File: config.mk
export PLATFORM = sky130hd
export DESIGN_NAME = cla_pipe_adder
export DESIGN_NICKNAME = d
export VERILOG_FILES = /design/src/rtl/cla_pkg.sv /design/src/rtl/cla_group4.sv /design/src/rtl/cla_pipe_adder.sv
export SDC_FILE = /design/constraint.sdc
export NUM_CORES = 1
export LEC_CHECK = 0
export CORE_ASPECT_RATIO = 1.2
export CORE_MARGIN = 5
export CORE_UTILIZATION = 35
export CTS_CLUSTER_SIZE = 28
export DETAILED_ROUTE_END_ITERATION = 10
export RECOVER_POWER = 25
export SLEW_MARGIN = 20
export SYNTH_ARGS = -nofsm -noshare
export SYNTH_HDL_FRONTEND = slang
export SYNTH_HIERARCHICAL = 1
export SYNTH_SLANG_ARGS = --single-unit
File: constraint.sdc
create_clock -name clk -period 3.41 [get_ports clk]
set_input_delay 0.5115 -clock clk [delete_from_list [all_inputs] [get_ports clk]]
set_output_delay 0.5115 -clock clk [all_outputs]
set_load 0.01 [all_outputs]
File: src/rtl/cla_pkg.sv
// Shared constants, 4-bit group generate/propagate helpers and the stage-1 control payload
// for the pipelined carry-lookahead adder.
package cla_pkg;

  localparam int CLA_GROUP = 4;

  function automatic int cla_ngroups(input int width);
    return width / CLA_GROUP;
  endfunction

  // Bit 0's propagate never enters the group generate term, so only p[3:1] is taken.
  function automatic logic grp_g(input logic [3:0] g, input logic [3:1] p);
    return g[3] | (p[3] & g[2]) | (p[3] & p[2] & g[1]) | (p[3] & p[2] & p[1] & g[0]);
  endfunction

  function automatic logic grp_p(input logic [3:0] p);
    return &p;
  endfunction

  typedef struct packed {
    logic c0;
    logic sub;
    logic sgn;
  } s1_ctl_t;

endpackage

File: src/rtl/cla_group4.sv
// 4-bit lookahead group: internal carries from the group carry-in, plus group G/P.
// Purely combinational; c[0] is the group carry-in itself.
module cla_group4
  import cla_pkg::*;
(
  input  logic       ci,
  input  logic [3:0] g,
  input  logic [3:0] p,
  output logic [3:0] c,
  output logic       gg,
  output logic       pp
);

  assign c[0] = ci;
  assign c[1] = g[0] | (p[0] & ci);
  assign c[2] = g[1] | (p[1] & g[0]) | (p[1] & p[0] & ci);
  assign c[3] = g[2] | (p[2] & g[1]) | (p[2] & p[1] & g[0]) | (p[2] & p[1] & p[0] & ci);

  assign gg = grp_g(g, p[3:1]);
  assign pp = grp_p(p);

endmodule

File: src/rtl/cla_pipe_adder.sv
// Two-stage carry-lookahead add/sub, 2-cycle latency, 1 beat/cycle; in_ready = stage-1 can advance.
// Build option CLA_SAT_EN: saturate the sum on overflow (cout/ofl stay raw).
module cla_pipe_adder
  import cla_pkg::*;
#(
  parameter int WIDTH = 16
) (
  input  logic             clk,
  input  logic             rst,
  input  logic             in_valid,
  output logic             in_ready,
  input  logic [WIDTH-1:0] a,
  input  logic [WIDTH-1:0] b,
  input  logic             cin,
  input  logic             sub,
  input  logic             sgn,
  output logic             out_valid,
  input  logic             out_ready,
  output logic [WIDTH-1:0] sum,
  output logic             cout,
  output logic             ofl,
  output logic             zero
);

  localparam int NG = cla_ngroups(WIDTH);

  logic             s1_valid, s1_adv, s2_adv;
  logic [WIDTH-1:0] bx, bg, bp;
  logic [NG-1:0]    bgg, bpp;
  s1_ctl_t          ctl;

  logic [WIDTH-1:0] s1_a, s1_bx, s1_g, s1_p;
  logic [NG-1:0]    s1_gg, s1_pp;
  s1_ctl_t          s1_ctl;

  logic [NG:0]      gc;
  logic [WIDTH:0]   c;
  logic [NG-1:0]    s2_gg, s2_pp;
  logic [WIDTH-1:0] raw, res;
  logic             raw_cout, raw_ofl;
  logic             unused_s2;

  assign s2_adv   = !out_valid | out_ready;
  assign s1_adv   = !s1_valid | s2_adv;
  assign in_ready = s1_adv;

  // Stage 1: effective operand, bit and group generate/propagate.
  assign bx  = sub ? ~b : b;
  assign bg  = a & bx;
  assign bp  = a ^ bx;
  assign ctl = {sub | cin, sub, sgn};

  for (genvar k = 0; k < NG; k++) begin : g_s1
    assign bgg[k] = grp_g(bg[CLA_GROUP*k +: 4], bp[CLA_GROUP*k+1 +: 3]);
    assign bpp[k] = grp_p(bp[CLA_GROUP*k +: 4]);
  end

  always_ff @(posedge clk) begin
    if (rst) begin
      s1_valid <= 1'b0;
    end else if (s1_adv) begin
      s1_valid <= in_valid;
    end
  end

  always_ff @(posedge clk) begin
    if (!rst && s1_adv && in_valid) begin
      s1_a   <= a;
      s1_bx  <= bx;
      s1_g   <= bg;
      s1_p   <= bp;
      s1_gg  <= bgg;
      s1_pp  <= bpp;
      s1_ctl <= ctl;
    end
  end

  // Stage 2: flat sum-of-products group carries, so no carry ripples between groups.
  always_comb begin
    logic acc;
    logic term;
    acc   = 1'b0;
    term  = 1'b0;
    gc    = '0;
    gc[0] = s1_ctl.c0;
    for (int k = 0; k < NG; k++) begin
      acc = s1_ctl.c0;
      for (int j = 0; j <= k; j++) acc = acc & s1_pp[j];
      for (int j = 0; j <= k; j++) begin
        term = s1_gg[j];
        for (int m = j + 1; m <= k; m++) term = term & s1_pp[m];
        acc = acc | term;
      end
      gc[k+1] = acc;
    end
  end

  for (genvar k = 0; k < NG; k++) begin : g_s2
    cla_group4 u_grp (
      .ci (gc[k]),
      .g  (s1_g[CLA_GROUP*k +: 4]),
      .p  (s1_p[CLA_GROUP*k +: 4]),
      .c  (c[CLA_GROUP*k +: 4]),
      .gg (s2_gg[k]),
      .pp (s2_pp[k])
    );
  end

  assign c[WIDTH] = gc[NG];

  // Group G/P are taken from the stage-1 registers; the recomputed copies and the raw operands
  // are kept only for visibility.
  assign unused_s2 = ^{s1_a, s1_bx, s2_gg, s2_pp};

  always_comb begin
    raw      = s1_p ^ c[WIDTH-1:0];
    raw_cout = c[WIDTH];
    if (s1_ctl.sgn) raw_ofl = c[WIDTH-1] ^ c[WIDTH];
    else            raw_ofl = s1_ctl.sub ? ~c[WIDTH] : c[WIDTH];
    res = raw;
`ifdef CLA_SAT_EN
    // Signed overflow needs same-sign operands, so a's sign picks the clamp direction.
    if (raw_ofl) begin
      if (s1_ctl.sgn) res = s1_a[WIDTH-1] ? {1'b1, {(WIDTH-1){1'b0}}} : {1'b0, {(WIDTH-1){1'b1}}};
      else            res = s1_ctl.sub ? '0 : '1;
    end
`endif
  end

  always_ff @(posedge clk) begin
    if (rst) begin
      out_valid <= 1'b0;
      sum       <= '0;
      cout      <= 1'b0;
      ofl       <= 1'b0;
      zero      <= 1'b0;
    end else if (s2_adv) begin
      out_valid <= s1_valid;
      if (s1_valid) begin
        sum  <= res;
        cout <= raw_cout;
        ofl  <= raw_ofl;
        zero <= (res == '0);
      end
    end
  end

endmodule

==> metrics.txt <==
clock root buffer=clkbuf_8; hold_buf cts=0; first-pass GRT wire length=8.29 mm; nets=340; site row count=35; vias in the first global route=1800; core area=7750 sq um; setup TNS=0 ns; max-cap viol count=0; mapped cell area=2820 sq um; die width=91.9 um; post-cts sizing count=0; placed cell count=366; syn_area_per_cell=12.6 sq um; Slew Limit Fails=0; power per cell area=478 nW/um^2; clock latency on the worst-skew pair=0.33 ns; fmax=431 MHz; Worst Hold Depth=2; Tcrit/Tclk final=0.681; net count after synthesis=278; final hold violation count=0; CP arrival=2.35 ns; Initial Util=0.364; initial antenna violation count=0; H-Tree Depth=3; Max-Slew Margin vs Limit=0.315; CTS tree=yes; fillers=710; Worst Path Required=3.44 ns; routability cong.=0.806; Worst Setup Start Kind=input port; Placement Cell Area=3480 sq um; Clock Pin Slew Worst Setup and Hold Paths=0.06 ns; die span in y=108 um; Synth warnings=6; number of port buffers=59; # diodes=0; # IOs=60; Crit Path Max Fanout=39; status=complete, no violations; postcts setup bufs=0; DIE AREA=9960 sq um; WL per Instance=13.3 um; Clock Tree Buf Depth=2; Hold Startpoint=cout; Via density=4.76; Post-Layout Cell Count=382; Worst-Margin Slew=1.03 ns; share of cells above drive strength 1=0.0931; maximum number of pins on one net before global-route repair=40; Hold WS=0.502 ns; crit end category=flop; worst vdd ir=0.215 mV; R2R cell count=9; Iteration-0 DRC Markers=38; hold path endpoint=cout; final antenna-violating net count=0; Worst R2R End=zero; Post-Synthesis Cells=223; Pleak=1.39 nW; area grow syn2layout=30.7%; R2R Setup Slk=1.09 ns; worst r2r src=s1_gg[0]; unrepaired setup endpoints after global routing=no; via count=1817; fin util=0.475; min-delay worst type=flop to flop; Final setup viols=0; Layout Skew=0.00798 ns; GRT overflow=0; Final Critical Period=2.32 ns; clk sinks=60; WS Path Type=input port to flop; TritonRoute pass-1 iters=4; CTS buffer count=9; All-Layer GR Usage=0.109; DRC errors left=0; Final Cell Area=3680 sq um; Routed WL=5.06 mm; DP Wirelength=3.95 mm
## final cells by class
class | instances | area, sq um | share of cell area
timing repair buffer | 63 | 617 | 0.167
tap | 92 | 115 | 0.0312
clock buffer | 13 | 191 | 0.0520
sequential | 60 | 1590 | 0.432
multi-input combinational | 151 | 1150 | 0.313
clock inverter | 3 | 15.0 | 0.00407
## layout by cell type, fill, tap and decap left out, types with 5 or more instances in the layout
cell / instances
edfxtp_1: 39
a21o_1: 13
dfxtp_1: 21
clkdlybuf4s50_1: 56
xnor2_1: 15
xor2_1: 17
ha_1: 16
o21ai_0: 5
a21oi_1: 5
clkbuf_8: 10
a211oi_1: 16
a31o_1: 5
nand2b_1: 6
nor2_1: 22
## worst max-delay path by stage
stage,slack (ns),endpoint,cells past startpoint,from
2_1_floorplan,1.32,gc[0],3,out_ready
3_3_place_gp,1.06,s1_gg[2],8,sub
3_5_place_dp,0.97,s1_gg[0],8,sub
4_1_cts,1.07,zero,9,s1_gg[0]
5_1_grt,0.88,zero,9,gc[0]
6_report,1.09,s1_p[4],4,rst
## power by group
| group | internal [W] | switching, W | total [W] |
|---|---|---|---|
| clock network | 0.000368 | 0.000259 | 0.000627 |
| logic | 0.000150 | 0.000127 | 0.000277 |
| registers | 0.000832 | 0.0000255 | 0.000858 |
## state kept, by name, indices dropped and copies added (netlist names)
name	count
s1_p	16
sum	16
s1_g	12
s1_gg	4
s1_pp	4
s1_ctl	2
cout	1
gc	1
ofl	1
out_valid	1
s1_valid	1
zero	1
## metal layers
layer	wire length, um	global-route usage
met4	126	0.0637
met2	2400	0.177
met3	227	0.0278
met5	0	0
met1	2310	0.129
## metrics by stage
stage	setup slack [ns]	total power, W
finish	1.09	0.00176
detailed placement	0.970	0.00116
global placement	1.06	0.00115
CTS	1.07	0.00179
floorplan	1.32	0.00103
global route	0.883	0.00185
## worst max-delay path, stage by stage
cell and delay, ns:
dlygate4sd3_1 0.52, clkbuf_1 0.76, and3b_1 0.27, buf_4 0.26
No activity file was read; power rests on OpenSTA's default activity.
